File: src/rtl/rotary_encoder_counter.sv
// Quadrature rotary-encoder front end: 2-FF sync, debounce, x1/x2/x4 decode, position counter.
// Define ROTARY_ENCODER_SAT_EN to make the position saturate at 0 / max instead of wrapping.
module rotary_encoder_counter #(
   parameter int MODE            = 0,
   parameter int DEBOUNCE_CYCLES = 4,
   parameter int POS_WIDTH       = 8
) (
   input  logic                 i_clk,
   input  logic                 i_reset,
   input  logic                 i_phase_a,
   input  logic                 i_phase_b,
   input  logic                 i_clear,
   output logic                 o_cnt,
   output logic                 o_cnt_cw,
   output logic                 o_cnt_err,
   output logic [POS_WIDTH-1:0] ov_position
);

   localparam int CNT_W = (DEBOUNCE_CYCLES < 1) ? 1 : $clog2(DEBOUNCE_CYCLES + 1);

   typedef enum logic [2:0] {
      ST_SYNC, ST_IDLE, ST_CW1, ST_CW2, ST_CW3, ST_CCW1, ST_CCW2, ST_CCW3
   } state_e;

   logic [1:0]           sync1_q, sync2_q;
   logic [1:0]           filt_q, filt_d, prev_q;
   state_e               state_q, state_d;
   logic                 cnt_q, cnt_d, cw_q, cw_d, err_q, err_d;
   logic [POS_WIDTH-1:0] pos_q, pos_d;

   // Next phase vector {B,A} in the clockwise direction.
   function automatic logic [1:0] cw_next(input logic [1:0] p);
      case (p)
         2'b00:   cw_next = 2'b01;
         2'b01:   cw_next = 2'b11;
         2'b11:   cw_next = 2'b10;
         default: cw_next = 2'b00;
      endcase
   endfunction

   // NOTE: sequential state uses non-blocking assignments so every flop samples pre-edge values.
   always_ff @(posedge i_clk) begin
      if (i_reset) begin
         sync1_q <= 2'b00;
         sync2_q <= 2'b00;
      end else begin
         sync1_q <= {i_phase_b, i_phase_a};
         sync2_q <= sync1_q;
      end
   end

   generate
      if (DEBOUNCE_CYCLES == 0) begin : g_bypass
         assign filt_d = sync2_q;
      end else begin : g_debounce
         // cand_q tracks the value being timed; it follows filt_q while the input is quiet.
         logic [1:0]       cand_q, cand_d;
         logic [CNT_W-1:0] deb_cnt_q, deb_cnt_d;

         // NOTE: every output of an always_comb gets a default first so no latch is inferred.
         always_comb begin
            cand_d    = cand_q;
            deb_cnt_d = deb_cnt_q;
            filt_d    = filt_q;
            if (sync2_q == filt_q) begin
               cand_d    = filt_q;
               deb_cnt_d = '0;
            end else if (sync2_q != cand_q) begin
               cand_d    = sync2_q;
               deb_cnt_d = CNT_W'(1);
            end else if (deb_cnt_q == CNT_W'(DEBOUNCE_CYCLES)) begin
               filt_d    = sync2_q;
               deb_cnt_d = '0;
            end else begin
               deb_cnt_d = deb_cnt_q + CNT_W'(1);
            end
         end

         always_ff @(posedge i_clk) begin
            if (i_reset) begin
               cand_q    <= 2'b00;
               deb_cnt_q <= '0;
            end else begin
               cand_q    <= cand_d;
               deb_cnt_q <= deb_cnt_d;
            end
         end
      end
   endgenerate

   logic changed, illegal, legal, dir_cw, step;

   always_comb begin
      changed = (filt_q != prev_q);
      illegal = ((filt_q ^ prev_q) == 2'b11);
      legal   = changed && !illegal;
      dir_cw  = (filt_q == cw_next(prev_q));
      state_d = state_q;
      step    = 1'b0;

      // The x1 FSM only advances on filtered changes; backtracking walks states back.
      if (illegal) begin
         state_d = ST_SYNC;
      end else begin
         case (state_q)
            ST_SYNC: if (filt_q == 2'b00) state_d = ST_IDLE;
            ST_IDLE: if (changed) state_d = (filt_q == 2'b01) ? ST_CW1 : ST_CCW1;
            ST_CW1:  if (changed) state_d = (filt_q == 2'b11) ? ST_CW2 : ST_IDLE;
            ST_CW2:  if (changed) state_d = (filt_q == 2'b10) ? ST_CW3 : ST_CW1;
            ST_CW3:  if (changed) begin
                        state_d = (filt_q == 2'b00) ? ST_IDLE : ST_CW2;
                        if (MODE == 0) step = (filt_q == 2'b00);
                     end
            ST_CCW1: if (changed) state_d = (filt_q == 2'b11) ? ST_CCW2 : ST_IDLE;
            ST_CCW2: if (changed) state_d = (filt_q == 2'b01) ? ST_CCW3 : ST_CCW1;
            ST_CCW3: if (changed) begin
                        state_d = (filt_q == 2'b00) ? ST_IDLE : ST_CCW2;
                        if (MODE == 0) step = (filt_q == 2'b00);
                     end
            default: state_d = ST_SYNC;
         endcase
      end

      if (MODE == 1)      step = legal && (filt_q == 2'b00 || filt_q == 2'b11);
      else if (MODE != 0) step = legal;

      cnt_d = step;
      err_d = illegal;
      cw_d  = step ? dir_cw : cw_q;

      pos_d = pos_q;
      if (i_clear) begin
         pos_d = '0;
      end else if (step) begin
`ifdef ROTARY_ENCODER_SAT_EN
         if (dir_cw && pos_q != {POS_WIDTH{1'b1}}) pos_d = pos_q + POS_WIDTH'(1);
         else if (!dir_cw && pos_q != '0)          pos_d = pos_q - POS_WIDTH'(1);
`else
         pos_d = dir_cw ? pos_q + POS_WIDTH'(1) : pos_q - POS_WIDTH'(1);
`endif
      end
   end

   always_ff @(posedge i_clk) begin
      if (i_reset) begin
         filt_q  <= 2'b00;
         prev_q  <= 2'b00;
         state_q <= ST_SYNC;
         cnt_q   <= 1'b0;
         cw_q    <= 1'b0;
         err_q   <= 1'b0;
         pos_q   <= '0;
      end else begin
         filt_q  <= filt_d;
         prev_q  <= filt_q;
         state_q <= state_d;
         cnt_q   <= cnt_d;
         cw_q    <= cw_d;
         err_q   <= err_d;
         pos_q   <= pos_d;
      end
   end

   assign o_cnt       = cnt_q;
   assign o_cnt_cw    = cw_q;
   assign o_cnt_err   = err_q;
   assign ov_position = pos_q;

endmodule

File: config.mk
export PLATFORM = sky130hd
export DESIGN_NAME = rotary_encoder_counter
export DESIGN_NICKNAME = d
export VERILOG_FILES = /design/src/rtl/rotary_encoder_counter.sv
export SDC_FILE = /design/constraint.sdc
export NUM_CORES = 1
export LEC_CHECK = 0
export ABC_AREA = 0
export BUFFER_PORTS_ARGS = -buffer_cell sky130_fd_sc_hd__buf_2
export CAP_MARGIN = 40
export CORE_AREA = 2 2 64 66
export CTS_BUF_LIST = sky130_fd_sc_hd__clkbuf_8
export DETAILED_ROUTE_END_ITERATION = 7
export DIE_AREA = 0 0 66 68
export RECOVER_POWER = 50
export SETUP_SLACK_MARGIN = 0.5
export SLEW_MARGIN = 10
export SYNTH_ARGS = -nofsm -noshare
export SYNTH_HDL_FRONTEND = slang
export SYNTH_SLANG_ARGS = --single-unit
File: constraint.sdc
create_clock -name i_clk -period 3.1 [get_ports i_clk]
set_clock_uncertainty 0.15 [all_clocks]
set_input_delay 0.155 -clock i_clk [delete_from_list [all_inputs] [get_ports i_clk]]
set_output_delay 0.155 -clock i_clk [all_outputs]
set_load 0.01 [all_outputs]
## Word-level counts from Yosys, hierarchy flattened

Cells that the tools add are included.

| storage, ports and cells | value |
|---|---|
| output and inout bits | 11 |
| register bits | 27 |
| input port bits | 5 |

| operators by class | value |
|---|---|
| eq/ne operators | 26 |
| mux-type cells | 25 |
| reductions and logical operators | 11 |
| $add $sub $neg | 3 |
| bitwise operators | 3 |

Operators with widths:

| cell | number |
|---|---|
| two-way mux 3 bit | 12 |
| case mux 3 bit (8 select lines) | 1 |
| != test 2 bit (second input constant) | 8 |
| equality test 3 bit (second input constant) | 5 |
| two-way mux 2 bit | 5 |
| adder 8 x 1 -> 8 bit (second input constant) | 1 |
| equality test 2 bit (second input constant) | 4 |
| two-way mux 8 bit | 1 |
| AND reduction 8 bit | 1 |
| OR reduction 2 bit | 4 |
| subtractor 8 x 1 -> 8 bit (second input constant) | 1 |
| equality test 3 x 2 -> 1 bit (second input constant) | 2 |
| case mux 2 bit (3 select lines) | 1 |
| two-way mux 1 bit | 5 |
| equality test 2 x 1 -> 1 bit (second input constant) | 2 |
| equality test 2 bit | 2 |
| logical NOT 2 bit | 2 |
| != test 2 bit | 2 |
| OR reduction 4 bit | 1 |
| adder 3 x 1 -> 3 bit (second input constant) | 1 |
| equality test 3 x 1 -> 1 bit (second input constant) | 1 |
| logical NOT 3 bit | 1 |
| AND reduction 3 bit | 1 |
| inverter 1 bit | 2 |
| other kinds (2) | 2 |

## Longest topological paths before layout

Gate-level depths: netlist (run 1).

| logic depth | value |
|---|---|
| depth after elaboration | 4 |
| gate-level depth with buffers | 9 |
| gate-level depth less buffers | 8 |

## Least setup slack after synthesis (run 1)

Ideal clock, no wire load.

| timing path | value |
|---|---|
| path type | register to register |
| from | register filt_q[0] |
| to | register pos_q[6], in the netlist ov_position[6] |
| arrival | 2129 ps |
| setup slack | 699 ps |
| cell stages (with the launch flop) | 10 |
| data required time | 2828 ps |
| library setup time | 122 ps |
| cells stage by stage | dfxtp_1 > buf_6 > xor2_1 > nand2_1 > fa_1 > a211oi_2 > o21bai_1 > a21oi_1 > nor4_1 > a311o_1 |

| on the way | value |
|---|---|
| longest elaborated chain between the ends | 4 |
| elaborated cells on any way between the ends | 9 |
| those cells by class | eq/ne (3); mux (4); bitwise (1); reduce/logical (1) |

RTL lines:

| what | line | source |
|---|---|---|
| start: declaration | 26 | `logic [1:0] filt_q, filt_d, prev_q;` |
| start signal: assignment | 154 | `filt_q <= filt_d;` |
| != test 2 bit or logical NOT 2 bit (tied branches) | 94, 112, 118 |  |
| two-way mux 1 bit | 110 | `ST_CW3: if (changed) begin` |
| two-way mux 1 bit | n/a |  |
| two-way mux 1 bit | 102 | `if (illegal) begin` |
| end signal: assignment | 160 | `pos_q <= pos_d;` |
| end: declaration | 29 | `logic [POS_WIDTH-1:0] pos_q, pos_d;` |

Several ways; a longest one is shown, not always the timed one.
A chain may end at the register's enable or synchronous reset.

## Final worst setup path (run 1)

| timing path | value |
|---|---|
| from | register filt_q[1] |
| to | register pos_q[6], in the netlist ov_position[6] |

The elaborated chain is that of the path after synthesis.

==> metrics, run 1 <==
Mapped Nets=186; clock transition at the registers of the reported paths=about 90 ps; Tmin final=~2500 ps; Overflow after GRT=0; FF+latch count, synth=27; antenna violations before repair=0; R2R cell count=9; Tcrit/Tclk final=0.8136; HP Class=input pin to flip-flop; Max clock buf depth=2; gpl congestion=0.8469; slowest stage delay, CP=between 500 and 600 ps; CP endpoint kind=flip-flop; Crit-path slowest cell=dfxtp_1; TritonCTS Buffers=3; wire per inst=11.28 um; register area=540.5 um^2; Netlist Area Pre-Place=between 1000 and 1500 um^2; Critical Path Start Type=flip-flop; Ports=16; Crit path depth=9; Sink Count=27; critical path's top delay family=compound AO/OA/AOI/OAI gates; CTS tree=built; Iter 0 DRT Violations=31; CTS root buf=clkbuf_8; crit path DAT=2540 ps; final hold violation count=0; fmax=0.3965 GHz; R2R Setup Slk=roughly 580 ps; chip width=66 um; filler cell count=roughly 410; total number of vias=around 1,200; H-tree levels=1; pin count of the biggest net entering global routing=19; Antenna diodes=0; multi-input logic area=858.3 um^2; Critical Path Start=filt_q[1]$_SDFFE_PP0P_; Initial DRT Pass Iterations=4; Synth warnings=0; status=complete, no violations; Worst Setup EP=ov_position[6]$_SDFFE_PP0P_; most frequent cells in the layout=dfxtp_1, a21oi_1, nor2_1; DIE AREA=4488 um^2; Starting Density=0.3822; Setup violations, final=0; Cells after Synth=170; number of synthesized flops with an enable pin=0; vias in the first global route=1,082; leading cell type in the layout, fill and taps excluded=dfxtp_1; Worst Tran Pin Value=about 470 ps; Max-Cap Viols=0; Worst Hold Depth=3; sequential share of the synthesized area=0.3667; asr flop ratio synth=0; PD cells=355.0 nW/um^2; relative slew slack=0.6858; CP required=around 3100 ps; buffers and inverters on the worst path=1; # port buffers=15; Via-to-Cell Ratio=4.894; Most used DFF post-synth=dfxtp_1; layout cells sized above 1=0.08602; CP max FO=10; Final nets=203; RSZ-0062 raised after global routing=no; all-layer global routing usage=0.1341; first-pass GRT wire length=about 4600 um; critical path class=flip-flop to flip-flop; reg2reg end=ov_position[6]$_SDFFE_PP0P_; area of the core=3856 um^2; Leak Pwr=between 0.6 and 0.7 nW; Syn Area/Cell=approximately 8.7 um^2; cell chain of the critical path=xnor2_2 > nand2_2 > buf_4 > ha_1 > a211oi_2 > o21bai_1 > a21oi_1 > nor4_1 > a311o_1; Skew-Pair Late Insertion Delay=between 200 and 300 ps; Core Util, Final=0.4218; Yosys cell types=39; site row count=23; Routed Antenna Nets=0; Final Slew Violations=0; DRC Markers=0; Die H=about 68 um; WL final=2662 um; TNS Setup=0 ps; post-synthesis to final-layout area growth=10.36%; RR Startpoint=filt_q[1]$_SDFFE_PP0P_; VDD IR max=about 0.23 mV; hpwl dp=between 1500 and 2000 um
cell usage after synthesis, types with 3 or more instances:
cell type | n | area, um^2
a21oi_1 | 19 | 95.09
and2_1 | 3 | 18.77
buf_6 | 5 | 56.30
dfxtp_1 | 27 | 540.5
ha_1 | 10 | 125.1
inv_1 | 5 | 18.77
mux2i_1 | 3 | 30.03
nand2_1 | 16 | 60.06
nand2b_1 | 3 | 18.77
nand3_1 | 4 | 20.02
nor2_1 | 19 | 71.32
nor2b_1 | 7 | 43.79
o21ai_0 | 9 | 45.04
xnor2_1 | 9 | 78.83
xor2_1 | 5 | 43.79
routing by layer:
metal	wire, um	up-vias	track usage
met1	1379	522	0.1806
met4	48	0	0.06888
met2	1153	15	0.2020
met5	0	-	0
met3	80	5	0.02961
li1	-	613	-
worst min path at each step:
| stage | startpoint | end |
|---|---|---|
| 3_5_place_dp | i_phase_a | sync1_q[0]$_SDFF_PP0_ |
| 6_report | i_clear | ov_position[7]$_SDFFE_PP0P_ |
| 2_1_floorplan | i_phase_a | sync1_q[0]$_SDFF_PP0_ |
| 3_3_place_gp | i_phase_a | sync1_q[0]$_SDFF_PP0_ |
| 4_1_cts | i_clear | ov_position[7]$_SDFFE_PP0P_ |
| 5_1_grt | i_clear | ov_position[7]$_SDFFE_PP0P_ |
stage by stage:
| step | setup slack, ps | total power [mW] | hold slack, ps | cells | instance area [um^2] |
|---|---|---|---|---|---|
| 3_3_place_gp | 479.9 | 0.3861 | 214.4 | 228 | 1550 |
| 6_report | 577.7 | 0.5774 | 18.89 | 236 | 1627 |
| 2_1_floorplan | 698.6 | 0.3815 | 133.2 | 170 | 1474 |
| 5_1_grt | 400.9 | 0.6010 | 60.62 | 236 | 1627 |
| 3_5_place_dp | 421.5 | 0.3858 | 220.5 | 228 | 1550 |
| 4_1_cts | 504.7 | 0.5837 | 18.37 | 234 | 1617 |
logic make-up after synthesis:
family | Yosys count | synth area share
fa+ha+maj | 11 | 0.09847
simple gates | 61 | 0.2063
xor+xnor | 14 | 0.08319
buf+inv | 13 | 0.05942
flops | 27 | 0.3667
mux | 3 | 0.02037
compound gates | 41 | 0.1655
layout make-up:
| type | instances | share of cell area |
|---|---|---|
| clock inverters | 1 | 0.002308 |
| flip-flops and latches | 27 | 0.3323 |
| multi-input cells | 130 | 0.5277 |
| well taps | 50 | 0.03846 |
| inverters | 5 | 0.01154 |
| repair buffers | 20 | 0.06231 |
| clock buffers | 3 | 0.02538 |
power by group:
group / leakage [nW] / internal (mW) / switching [mW]
registers: 0.219 / 0.351 / 0.00398
clock network: 0.0269 / 0.0889 / 0.109
logic: 0.415 / 0.0113 / 0.0130
timing repair:
action / 4_1_cts / 5_1_grt
hold buffers: 2 / 0
endpoints found under the setup margin: 2 / 3
resized for setup: 1 / 3
endpoints found under the hold margin: 2 / 0
pin swaps: 0 / 2
setup buffers: 0 / 2
registers in the layout (all words and copies together) (netlist names), 2 cells and up:
signal and flops:
prev_q 2, filt_q 2, ov_position 8, sync1_q 2
g_debounce.deb_cnt_q 3, state_q 3, g_debounce.cand_q 2, sync2_q 2
worst reg2reg max path: stages, from the launching register on:
cell and delay (ps):
dfxtp_1 580, xnor2_2 180, nand2_2 150, buf_4 180, ha_1 240, a211oi_2 260, o21bai_1 130, a21oi_1 160
nor4_1 60, a311o_1 330
Power figures use the tool's default switching activity.
==> run 2: changes to the inputs <==
--- a/config.mk
+++ b/config.mk
@@ -5,13 +5,13 @@
 export SDC_FILE = /design/constraint.sdc
 export NUM_CORES = 1
 export LEC_CHECK = 0
-export ABC_AREA = 0
+export ABC_AREA = 1
 export BUFFER_PORTS_ARGS = -buffer_cell sky130_fd_sc_hd__buf_2
 export CAP_MARGIN = 40
-export CORE_AREA = 2 2 64 66
+export CORE_AREA = 2 2 66 68
 export CTS_BUF_LIST = sky130_fd_sc_hd__clkbuf_8
 export DETAILED_ROUTE_END_ITERATION = 7
-export DIE_AREA = 0 0 66 68
+export DIE_AREA = 0 0 68 70
 export RECOVER_POWER = 50
 export SETUP_SLACK_MARGIN = 0.5
 export SLEW_MARGIN = 10
==> constraint.sdc (replaced) <==
create_clock -name i_clk -period 2.6 [get_ports i_clk]
set_clock_uncertainty 0.15 [all_clocks]
set_input_delay 0.13 -clock i_clk [delete_from_list [all_inputs] [get_ports i_clk]]
set_output_delay 0.13 -clock i_clk [all_outputs]
set_load 0.01 [all_outputs]
==> metrics, run 2 <==
status=complete, no violations; CTS tree=built; Antenna diodes=0 (unchanged); Synth warnings=0 (unchanged); Tmin final=2043 ps (-479.4 ps); WL final=3176 um (+19%); pin count of the biggest net entering global routing=17 (-2); site row count=24 (+4.3%); Worst Tran Pin Value=418.2 ps (-51.90 ps); filler cell count=441 (+8.1%); first-pass GRT wire length=5464 um (+18%); CP required=2610 ps (-510 ps); critical path's top delay family=simple AND/OR/NAND/NOR gates; Initial DRT Pass Iterations=4 (unchanged); sequential share of the synthesized area=0.3410 (-0.02576); layout cells sized above 1=0.1833 (+0.09731); most frequent cells in the layout=nand2_1, dfxtp_1, nor2_1; CP endpoint kind=flip-flop; slowest stage delay, CP=430 ps (-150 ps); RSZ-0062 raised after global routing=no; number of synthesized flops with an enable pin=0 (unchanged); vias in the first global route=1,266 (+17%); Mapped Nets=233 (+25%); Adder-Cell Fraction of Synth Area=0.09155 (-0.006917); all-layer global routing usage=0.1447 (+0.01059); top cell type's share of synthesized area=0.3410 (-0.02576); Final Slew Violations=0 (unchanged); area of the core=4144 um^2 (+7.5%); Tcrit/Tclk final=0.7857 (-0.02790); Crit path depth=10 (+1); post-synthesis mux area share=0 (-0.02037); Synth Area in XOR/XNOR=0.06630 (-0.01689); Worst Hold Depth=2 (-1); Post-synth top cells=nand2_1, dfxtp_1, nor2_1, inv_1, a21oi_1; Syn Area/Cell=7.305 um^2 (-16%); CTS root buf=clkbuf_8; Post-Synth Simple-Gate Area=0.2849 (+0.07864); buffers and inverters on the worst path=0 (-1); cell with the most instances after synthesis=nand2_1; Sink Count=27 (unchanged); CP max FO=6 (-4); fmax=0.4895 GHz (+23%); Die H=70 um (+2.9%); hpwl dp=2150 um (+15%); top cell type by total area after synthesis=dfxtp_1; R2R cell count=10 (+1); asr flop ratio synth=0 (unchanged); Final nets=257 (+27%); clock transition at the registers of the reported paths=100 ps (about the same); VDD IR max=0.2754 mV (+20%); FF+latch count, synth=27 (unchanged); cell chain of the critical path=nand2_1 > nand2_4 > nand2_8 > ha_4 > or2_2 > nand2_2 > nor2_1 > nor2_1 > xor2_1 > a21oi_1; PD cells=441.2 nW/um^2 (+24%); # port buffers=15 (unchanged); largest family of logic cells by synthesized area=simple AND/OR/NAND/NOR gates; post-synthesis to final-layout area growth=18.39%; Ports=16 (unchanged); Max clock buf depth=2 (unchanged); gpl congestion=0.7837 (-7.5%); critical path class=flip-flop to flip-flop; DRC Markers=0 (unchanged); crit path DAT=2050 ps (-490 ps); HP Class=input pin to flip-flop; leading cell type in the layout, fill and taps excluded=nand2_1; DIE AREA=4760 um^2 (+6.1%); Setup violations, final=0 (unchanged); Leak Pwr=0.7849 nW (+19%); Yosys cell types=30 (-23%); TritonCTS Buffers=3 (unchanged); final hold violation count=0 (unchanged); antenna violations before repair=0 (unchanged); chip width=68 um (+3.0%); relative slew slack=0.7202 (+0.03432); total number of vias=1,389 (+20%); wire per inst=10.88 um (-3.6%); Synth Area in Compound Gates=0.1215 (-0.04399); H-tree levels=1 (unchanged); Crit-path slowest cell=dfxtp_1; number of flip-flops in the largest register=8 (unchanged); Iter 0 DRT Violations=65 (+110%); TNS Setup=0 ps (unchanged); Skew-Pair Late Insertion Delay=270 ps (about the same); Cells after Synth=217 (+28%); Starting Density=0.3825 (about the same); Most used DFF post-synth=dfxtp_1; Via-to-Cell Ratio=4.757 (-2.8%); top post-synthesis cells by area=dfxtp_1, nand2_1, ha_1; Routed Antenna Nets=0 (unchanged); Most Frequent Cell on Critical Path=nor2_1; Overflow after GRT=0 (unchanged); Critical Path Start Type=flip-flop; Netlist Area Pre-Place=1585 um^2 (+7.6%); Design Power=828.1 uW (+43%); Max-Cap Viols=0 (unchanged)
run 2: cell types whose count changed after synthesis, moves of 5 or more:
cell / delta
inv_1: +17
nand2_2: +6
nand4_1: +5
nor2b_1: -7
nand3_1: +5
nor2_1: +5
nand2_1: +34
run 2: metrics by stage:
stage                     setup slack (ps)  hold slack (ps)  std cells  instance area (um^2)    util
after global placement               296.4            181.8        279                  1680  0.4055
final                                557.1            34.64        292                  1877  0.4529
after CTS                            513.1            31.63        288                  1821  0.4393
after detailed placement             264.4            201.8        279                  1680  0.4055
after global routing                 421.6            29.40        292                  1877  0.4529
after floorplan                      517.0            52.99        217                  1593       -
run 2: cell type report:
cell class | count | area [um^2] | area share
inverters | 26 | 102.6 | 0.05467
flip-flops and latches | 27 | 545.5 | 0.2907
multi-input cells | 160 | 991.0 | 0.5280
clock inverters | 1 | 7.507 | 0.004000
repair buffers | 23 | 123.9 | 0.06600
well taps | 52 | 65.06 | 0.03467
clock buffers | 3 | 41.29 | 0.02200
run 2: worst register-to-register path, stage by stage (launching register included):
cell and delay (ps):
dfxtp_1 430, nand2_1 130, nand2_4 120, nand2_8 90
ha_4 250, or2_2 280, nand2_2 90, nor2_1 50
nor2_1 120, xor2_1 140, a21oi_1 70
run 2: logic make-up (layout without fill, tap and decap cells):
logic type                 count (synthesis)  count (layout)
DFF                                       27              27
adders and majority gates                 11              11
AOI/OAI and AO/OA                         34              34
xor gates and xnor gates                  12              12
buffers and inverters                     31              53
and+or+nand+nor                          102             103
run 2: worst paths after layout:
check                                       startpoint                          end  slack (ps)
worst max-delay path            filt_q[1]$_SDFFE_PP0P_  ov_position[5]$_SDFFE_PP0P_         560
worst min-delay path                           i_reset         prev_q[1]$_SDFF_PP0_          30
worst max register to register  filt_q[1]$_SDFFE_PP0P_  ov_position[5]$_SDFFE_PP0P_         560
worst min register to register   sync1_q[0]$_SDFF_PP0_        sync2_q[0]$_SDFF_PP0_         260
run 2: where the power goes:
group | internal, mW | switching [mW]
logic | 0.0471 | 0.0792
registers | 0.429 | 0.0258
clock network | 0.109 | 0.138
total | 0.585 | 0.243
run 2: routing by layer:
layer,up-vias,share of wire,GRT usage
li1,744,-,-
met1,629,0.44,0.1765
met2,14,0.53,0.2513
met3,2,0.022,0.03382
met4,0,0.0044,0.03333
met5,-,0,0
run 2: repair_timing:
item,CTS,global route
buffers inserted,2,4
hold buffers,2,0
setup endpoints to repair,4,4
gates cloned,1,0
pin swaps,1,7
resized for setup,9,13
endpoints found under the hold margin,2,0
